--- config.mk ---
export PLATFORM = sky130hd
export DESIGN_NAME = mii_groove_deframer_flat
export DESIGN_NICKNAME = d
export VERILOG_FILES = /design/src/rtl/mii_groove_deframer_if.sv /design/src/rtl/mii_groove_deframer.sv /design/src/flat_wrapper.sv
export SDC_FILE = /design/constraint.sdc
export NUM_CORES = 1
export LEC_CHECK = 0
export BUFFER_PORTS_ARGS = -buffer_cell sky130_fd_sc_hd__buf_4
export CAP_MARGIN = 20
export CORE_ASPECT_RATIO = 0.5
export CORE_MARGIN = 2
export CORE_UTILIZATION = 60
export DETAILED_ROUTE_END_ITERATION = 16
export HOLD_SLACK_MARGIN = 0.05
export MAX_ROUTING_LAYER = met4
export PLACE_DENSITY = 0.79
export SLEW_MARGIN = 10
export SYNTH_ARGS = -nofsm -noshare
export SYNTH_HDL_FRONTEND = slang
export SYNTH_SLANG_ARGS = --single-unit
--- constraint.sdc ---
create_clock -name clkDiscoMaster -period 3.7 [get_ports clkDiscoMaster]
set_input_delay 0.37 -clock clkDiscoMaster [delete_from_list [all_inputs] [get_ports clkDiscoMaster]]
set_output_delay 0.37 -clock clkDiscoMaster [all_outputs]
set_load 0.05 [all_outputs]
--- src/rtl/mii_groove_deframer_if.sv ---
// mii_groove_deframer_if
//   Bundles the MII receive inputs, the byte stream and the frame statistics
//   of mii_groove_deframer.
//   master : deframer side (samples RX nibbles and ready, drives the stream and stats)
//   slave  : environment side (drives RX nibbles and ready, observes stream and stats)
//   Signals:
//     netRxNibbleStrobe, netRxGrooveValid, netRxOops, netRxData[3:0]  - MII RX
//     grooveByte[7:0], grooveValid, grooveReady, grooveLast, grooveErr - stream
//     fifoLevel, frameCount, errCount, dropCount                       - status
interface mii_groove_deframer_if #(
    parameter int FIFO_DEPTH = 16,
    parameter int CNT_W      = 16
);
    localparam int LVL_W = $clog2(FIFO_DEPTH) + 1;

    logic             netRxNibbleStrobe;
    logic             netRxGrooveValid;
    logic             netRxOops;
    logic [3:0]       netRxData;
    logic [7:0]       grooveByte;
    logic             grooveValid;
    logic             grooveReady;
    logic             grooveLast;
    logic             grooveErr;
    logic [LVL_W-1:0] fifoLevel;
    logic [CNT_W-1:0] frameCount;
    logic [CNT_W-1:0] errCount;
    logic [CNT_W-1:0] dropCount;

    modport master (
        input  netRxNibbleStrobe, netRxGrooveValid, netRxOops, netRxData, grooveReady,
        output grooveByte, grooveValid, grooveLast, grooveErr,
        output fifoLevel, frameCount, errCount, dropCount
    );

    modport slave (
        output netRxNibbleStrobe, netRxGrooveValid, netRxOops, netRxData, grooveReady,
        input  grooveByte, grooveValid, grooveLast, grooveErr,
        input  fifoLevel, frameCount, errCount, dropCount
    );
endinterface

--- src/rtl/mii_groove_deframer.sv ---
// mii_groove_deframer
//   Strips preamble/SFD from MII RX nibbles, packs payload nibbles into bytes
//   (low nibble first), and queues them as {err,last,byte} in a first-word
//   fall-through FIFO presented as a valid/ready stream. Keeps saturating
//   counts of good, errored and dropped frames.
//   Ports:
//     clkDiscoMaster - clock, rising edge
//     partyReset     - asynchronous active-high reset
//     bus            - mii_groove_deframer_if.master (RX nibbles, stream, stats)
module mii_groove_deframer #(
    parameter int FIFO_DEPTH = 16,
    parameter int CNT_W      = 16
) (
    input  logic                   clkDiscoMaster,
    input  logic                   partyReset,
    mii_groove_deframer_if.master  bus
);
    localparam int PTR_W = $clog2(FIFO_DEPTH);
    localparam int LVL_W = PTR_W + 1;

    typedef enum logic [2:0] {IDLE, PREAMBLE, PAYLOAD, DROP, FLUSH} state_t;

    state_t           state_q, state_d;
    logic [3:0]       low_q, low_d;
    logic             high_q, high_d;     // next nibble is the high half
    logic             err_q, err_d;       // sticky frame error
    logic [7:0]       hold_q, hold_d;     // held-back byte, so last can be tagged
    logic             held_q, held_d;
    logic             pend_q, pend_d;     // frame seen during FLUSH, go to DROP after push
    logic [PTR_W-1:0] wr_ptr_q, rd_ptr_q;
    logic [LVL_W-1:0] level_q;
    logic [CNT_W-1:0] frame_cnt_q, err_cnt_q, drop_cnt_q;
    logic [9:0]       mem [FIFO_DEPTH];

    logic       push, pop, full, seen;
    logic [9:0] push_word, head;
    logic       frame_inc, err_inc, drop_inc;
    logic       strobe, dv, er;
    logic [3:0] nib;

    function automatic logic [CNT_W-1:0] sat_inc(input logic [CNT_W-1:0] v);
        return (&v) ? v : v + CNT_W'(1);
    endfunction

    assign strobe = bus.netRxNibbleStrobe;
    assign dv     = bus.netRxGrooveValid;
    assign er     = bus.netRxOops;
    assign nib    = bus.netRxData;
    // Fullness is judged before any same-cycle pop: no bypass path.
    assign full   = (level_q == LVL_W'(FIFO_DEPTH));
    assign pop    = (level_q != '0) && bus.grooveReady;
    assign head   = mem[rd_ptr_q];

    always_comb begin
        state_d   = state_q;
        low_d     = low_q;
        high_d    = high_q;
        err_d     = err_q;
        hold_d    = hold_q;
        held_d    = held_q;
        pend_d    = pend_q;
        push      = 1'b0;
        push_word = '0;
        frame_inc = 1'b0;
        err_inc   = 1'b0;
        drop_inc  = 1'b0;
        seen      = pend_q;
        case (state_q)
            IDLE, PREAMBLE: begin
                if (strobe && dv) begin
                    if (er || (nib != 4'h5 && nib != 4'hD)) begin
                        state_d  = DROP;
                        drop_inc = 1'b1;
                    end else if (nib == 4'hD) begin
                        state_d = PAYLOAD;
                        high_d  = 1'b0;
                        err_d   = 1'b0;
                        held_d  = 1'b0;
                    end else begin
                        state_d = PREAMBLE;
                    end
                end else if (strobe && state_q == PREAMBLE) begin
                    state_d  = IDLE;
                    drop_inc = 1'b1;
                end
            end
            PAYLOAD: begin
                if (strobe && dv) begin
                    if (er) err_d = 1'b1;
                    if (!high_q) begin
                        low_d  = nib;
                        high_d = 1'b1;
                    end else begin
                        high_d = 1'b0;
                        hold_d = {nib, low_q};
                        held_d = 1'b1;
                        if (held_q) begin
                            if (full) begin
                                err_d = 1'b1;
                            end else begin
                                push      = 1'b1;
                                push_word = {2'b00, hold_q};
                            end
                        end
                    end
                end else if (strobe) begin
                    if (high_q) err_d = 1'b1;
                    if (held_q) begin
                        state_d = FLUSH;
                    end else begin
                        state_d  = IDLE;
                        drop_inc = 1'b1;
                    end
                end
            end
            DROP: begin
                if (strobe && !dv) state_d = IDLE;
            end
            FLUSH: begin
                if (strobe && dv && !pend_q) begin
                    drop_inc = 1'b1;
                    pend_d   = 1'b1;
                    seen     = 1'b1;
                end
                if (!full) begin
                    push      = 1'b1;
                    push_word = {err_q, 1'b1, hold_q};
                    held_d    = 1'b0;
                    pend_d    = 1'b0;
                    err_inc   = err_q;
                    frame_inc = !err_q;
                    state_d   = seen ? DROP : IDLE;
                end
            end
            default: state_d = IDLE;
        endcase
    end

    always_ff @(posedge clkDiscoMaster or posedge partyReset) begin
        if (partyReset) state_q <= IDLE;
        else            state_q <= state_d;
    end

    always_ff @(posedge clkDiscoMaster or posedge partyReset) begin
        if (partyReset) begin
            low_q       <= '0;
            high_q      <= 1'b0;
            err_q       <= 1'b0;
            hold_q      <= '0;
            held_q      <= 1'b0;
            pend_q      <= 1'b0;
            wr_ptr_q    <= '0;
            rd_ptr_q    <= '0;
            level_q     <= '0;
            frame_cnt_q <= '0;
            err_cnt_q   <= '0;
            drop_cnt_q  <= '0;
        end else begin
            low_q  <= low_d;
            high_q <= high_d;
            err_q  <= err_d;
            hold_q <= hold_d;
            held_q <= held_d;
            pend_q <= pend_d;
            if (push) wr_ptr_q <= wr_ptr_q + PTR_W'(1);
            if (pop)  rd_ptr_q <= rd_ptr_q + PTR_W'(1);
            if (push && !pop)      level_q <= level_q + LVL_W'(1);
            else if (!push && pop) level_q <= level_q - LVL_W'(1);
            if (frame_inc) frame_cnt_q <= sat_inc(frame_cnt_q);
            if (err_inc)   err_cnt_q   <= sat_inc(err_cnt_q);
            if (drop_inc)  drop_cnt_q  <= sat_inc(drop_cnt_q);
        end
    end

    always_ff @(posedge clkDiscoMaster) begin
        if (push) mem[wr_ptr_q] <= push_word;
    end

    // Stream fields are forced to zero while empty so reset/idle outputs read 0.
    assign bus.grooveValid = (level_q != '0);
    assign bus.grooveByte  = bus.grooveValid ? head[7:0] : '0;
    assign bus.grooveLast  = bus.grooveValid ? head[8]   : 1'b0;
    assign bus.grooveErr   = bus.grooveValid ? head[9]   : 1'b0;
    assign bus.fifoLevel   = level_q;
    assign bus.frameCount  = frame_cnt_q;
    assign bus.errCount    = err_cnt_q;
    assign bus.dropCount   = drop_cnt_q;
endmodule
--- src/flat_wrapper.sv ---
// flat-port wrapper written by rule: the top's interface ports become plain ports
module mii_groove_deframer_flat 
#(
    parameter int FIFO_DEPTH = 16,
    parameter int CNT_W      = 16
)
  (clkDiscoMaster, partyReset, bus_netRxNibbleStrobe, bus_netRxGrooveValid, bus_netRxOops, bus_netRxData, bus_grooveReady, bus_grooveByte, bus_grooveValid, bus_grooveLast, bus_grooveErr, bus_fifoLevel, bus_frameCount, bus_errCount, bus_dropCount);
  mii_groove_deframer_if #(.FIFO_DEPTH(FIFO_DEPTH), .CNT_W(CNT_W)) bus_i ();
  input  logic clkDiscoMaster;
  input  logic partyReset;
  input wire logic [$bits(bus_i.netRxNibbleStrobe)-1:0] bus_netRxNibbleStrobe;
  input wire logic [$bits(bus_i.netRxGrooveValid)-1:0] bus_netRxGrooveValid;
  input wire logic [$bits(bus_i.netRxOops)-1:0] bus_netRxOops;
  input wire logic [$bits(bus_i.netRxData)-1:0] bus_netRxData;
  input wire logic [$bits(bus_i.grooveReady)-1:0] bus_grooveReady;
  output wire logic [$bits(bus_i.grooveByte)-1:0] bus_grooveByte;
  output wire logic [$bits(bus_i.grooveValid)-1:0] bus_grooveValid;
  output wire logic [$bits(bus_i.grooveLast)-1:0] bus_grooveLast;
  output wire logic [$bits(bus_i.grooveErr)-1:0] bus_grooveErr;
  output wire logic [$bits(bus_i.fifoLevel)-1:0] bus_fifoLevel;
  output wire logic [$bits(bus_i.frameCount)-1:0] bus_frameCount;
  output wire logic [$bits(bus_i.errCount)-1:0] bus_errCount;
  output wire logic [$bits(bus_i.dropCount)-1:0] bus_dropCount;
  assign bus_i.netRxNibbleStrobe = bus_netRxNibbleStrobe;
  assign bus_i.netRxGrooveValid = bus_netRxGrooveValid;
  assign bus_i.netRxOops = bus_netRxOops;
  assign bus_i.netRxData = bus_netRxData;
  assign bus_i.grooveReady = bus_grooveReady;
  assign bus_grooveByte = bus_i.grooveByte;
  assign bus_grooveValid = bus_i.grooveValid;
  assign bus_grooveLast = bus_i.grooveLast;
  assign bus_grooveErr = bus_i.grooveErr;
  assign bus_fifoLevel = bus_i.fifoLevel;
  assign bus_frameCount = bus_i.frameCount;
  assign bus_errCount = bus_i.errCount;
  assign bus_dropCount = bus_i.dropCount;
  mii_groove_deframer #(.FIFO_DEPTH(FIFO_DEPTH), .CNT_W(CNT_W)) u_core (.clkDiscoMaster(clkDiscoMaster), .partyReset(partyReset), .bus(bus_i));
endmodule
==> run_results.csv <==
group,metric,value,unit
job,maxCapViolCount,0,
clock_network,cts_tree,"yes",
cells_and_area,n_antenna_cell,0,
critical_path,cp_data_arrival_time,3470,ps
critical_path,max_stage_delay,590,ps
critical_path,worstPathRequired,4080,ps
die,fp.dieH,96.1,microns
cells_and_area,layout-drive-gt1-share,0.272,
logic_synthesis,syn_area,10200,sq um
sta,rsz0062_at_grt,"no",
worst_hold_path,hold_class,"in -> reg",
drt,drt-pass1-iter-count,4,
logic_synthesis,async_reset_ff_frac,0.333,
sta,fin_hold_ws,125,ps
placed_design,place_ws,641,ps
logic_synthesis,yosysSeqAreaShare,0.668,
drt,vias_per_cell,5.99,
drt,num_vias,5893,
logic_synthesis,syn_avg_cell_area,15.9,sq um
cells_and_area,nNetsFinal,764,
outcome,status,"complete, no violations",
critical_path,endpoint_kind,"flip-flop",
sta,max_slew_margin,0.331,
power_and_ir_drop,cellLeakagePower,4.83,nW
die,die_area,18100,sq um
critical_path,start_kind,"flip-flop",
logic_synthesis,synth.top_cell.area_share,0.472,
critical_path,worstPathCellList,"or4_4 > nor2_1 > nor2_1 > buf_4 > ha_1 > inv_1 > ha_1 > a21o_1 > a21oi_1 > xnor2_1 > nor2_1 > xnor2_1",
sta,hold_viol,0,
global_routing,overflow,0,
critical_path,path_class,"reg -> reg",
sta,min_period,3100,ps
logic_synthesis,yosysTopAreaCell,"edfxtp_1",
cells_and_area,synthToLayoutAreaGrowth,15.8,%
placed_design,dp_hpwl,13.5,mm
power_and_ir_drop,vdd_drop_max,0.505,mV
clock_network,clk_latency,510,ps
clock_network,cts_htree_levels,1,
clock_network,clockBufferDepth,3,
clock_network,cts_root_buf,"clkbuf_16",
clock_network,clkTransAtPathRegs,60,ps
sta,setup_ws,604,ps
critical_path,crit_top_cell,"nor2_1",
sta,max_freq,0.323,GHz
sta,finalCritPeriodShare,0.837,
die,core_area,16500,sq um
global_routing,antenna_found_initial,0,
global_routing,first_global_vias,5897,
die,dieWidth,188,microns
drt,drc,0,
sta,slew_viol_final,0,
clock_network,cts.sinks,240,
clock_network,cts.hold.buffers_added,1,
logic_synthesis,ys_types,56,
placed_design,place.port_buffers,73,
logic_synthesis,synth_area_leaders,"edfxtp_1, dfrtp_1, mux4_2, xnor2_1, mux2_2",
die,rows,33,
logic_synthesis,ys_ff_latch,240,
clock_network,postCtsSetupBuffers,0,
placed_design,gp_congestion,0.858,
die,io_pins,74,
sta,fin_skew,25.9,ps
drt,wl_per_cell,21.5,microns
logic_synthesis,synth_edf_count,160,
sta,tns,0,ps
cells_and_area,final_cell_mix,"edfxtp_1, buf_4, dfrtp_1, xnor2_1",
global_routing,grt_pass1_wl,33.2,mm
sta,worst_slew_pin_slew,1000,ps
logic_synthesis,yosysWarnings,0,
drt,wl,21.1,mm
critical_path,cp_max_fo,17,
logic_synthesis,netlist_instances,642,
power_and_ir_drop,total_power,0.00730,W
drt,drtAntennaViolNets,0,
sta,setup_violations,0,
placed_design,dp.cells,943,
cells_and_area,n_fill_cell,1052,
cells_and_area,layout_commonest_cell,"edfxtp_1",
drt,drtIter0Drc,462,
global_routing,grt_max_degree,44,
critical_path,cp_slowest_cell,"or4_4",
logic_synthesis,ys.flop_type,"edfxtp_1",
power_and_ir_drop,p_per_area,619,nW/um^2
cells_and_area,instances_no_fill,984,
clock_network,cts_resized,0,
die,start_util,0.618,
logic_synthesis,syn_nets,665,
clock_network,cts_made_buffers,22,
global_routing,track_usage,0.253,
## registers in the layout (all words and copies together) (netlist names), 5 cells and up
register and cells:
u_core.bus.frameCount 16, u_core.bus.fifoLevel 5, u_core.bus.dropCount 16, u_core.mem 160, u_core.hold_q 8, u_core.bus.errCount 16
## worst max-delay path: cells and delay by family, from the launching register on
kind                     cells  cell delay, ps
AO/OA/AOI/OAI                2             380
XOR/XNOR                     2             270
adder cells (fa/ha/maj)      2             520
buffers and inverters        2             350
flip-flops                   1             460
AND/OR/NAND/NOR              4             990
## report_power, final
part	internal [W]	leakage (nW)	switching, W	total [W]
clock	0.00115	0.322	0.000936	0.00208
sequential	0.00303	2.84	0.000292	0.00333
combinational	0.000779	1.67	0.00111	0.00189
## synthesized netlist by cell type (all sizes together), types with 2 or more instances
| master | number |
|---|---|
| a21o | 2 |
| nand2b | 7 |
| xnor2 | 42 |
| nor4 | 3 |
| o21a | 2 |
| ha | 12 |
| mux2 | 25 |
| inv | 10 |
| mux2i | 20 |
| o22ai | 10 |
| nor2 | 29 |
| and3 | 17 |
| mux4 | 40 |
| a31oi | 4 |
| xor2 | 5 |
| and4 | 4 |
| nand2 | 41 |
| nor2b | 3 |
| dfrtp | 80 |
| nand3b | 2 |
| and4bb | 2 |
| clkbuf | 12 |
| and2 | 10 |
| a21oi | 8 |
| nor3b | 3 |
| a311oi | 2 |
| nor3 | 9 |
| o21ai | 9 |
| buf | 14 |
| nand3 | 29 |
| a41oi | 2 |
| edfxtp | 160 |
| nand4 | 14 |
## layer usage
layer,GRT usage,share of wire,vias to the layer above
li1,-,-,2651
met1,0.333,0.42,2983
met2,0.418,0.49,224
met3,0.0514,0.074,35
met4,0.0591,0.018,0
met5,-,0,-
## metrics by stage
stage,area [sq um],util
3_5_place_dp,11100,0.675
3_3_place_gp,11100,0.674
4_1_cts,11800,0.716
2_1_floorplan,10200,-
5_1_grt,11800,0.716
6_report,11800,0.716
## area by class of cell
type / instances / area [sq um] / area share
sequential: 240 / 6810 / 0.577
multi-input combinational: 366 / 3220 / 0.273
timing repair buffer: 101 / 786 / 0.0666
clock buffer: 33 / 612 / 0.0519
tap: 227 / 284 / 0.0241
clock inverter: 7 / 43.8 / 0.00371
inverter: 10 / 38.8 / 0.00329
## path summary, 6_finish.rpt
| path | from | endpoint | slack (ps) | cells after the start |
|---|---|---|---|---|
| setup reg to reg | u_core.bus.fifoLevel[0] | u_core.bus.fifoLevel[4] | 600 | 12 |
| hold / removal | bus_netRxData[0] | u_core.hold_q[4] | 130 | 2 |
| min in group asynchronous | partyReset | u_core.bus.dropCount[1] | 470 | 3 |
| setup / recovery | u_core.bus.fifoLevel[0] | u_core.bus.fifoLevel[4] | 600 | 12 |
| max in group asynchronous | partyReset | u_core.low_q[2] | 2360 | 5 |
| hold reg to reg | u_core.bus.frameCount[7] | u_core.bus.frameCount[7] | 500 | 1 |
## kinds of logic after synthesis
kind of cell / synth area share
buf+inv: 0.0155
flops: 0.668
xor+xnor: 0.0404
fa+ha+maj: 0.0167
simple gates: 0.0940
compound gates: 0.0290
mux: 0.136
No activity file was read; power rests on OpenSTA's default activity.
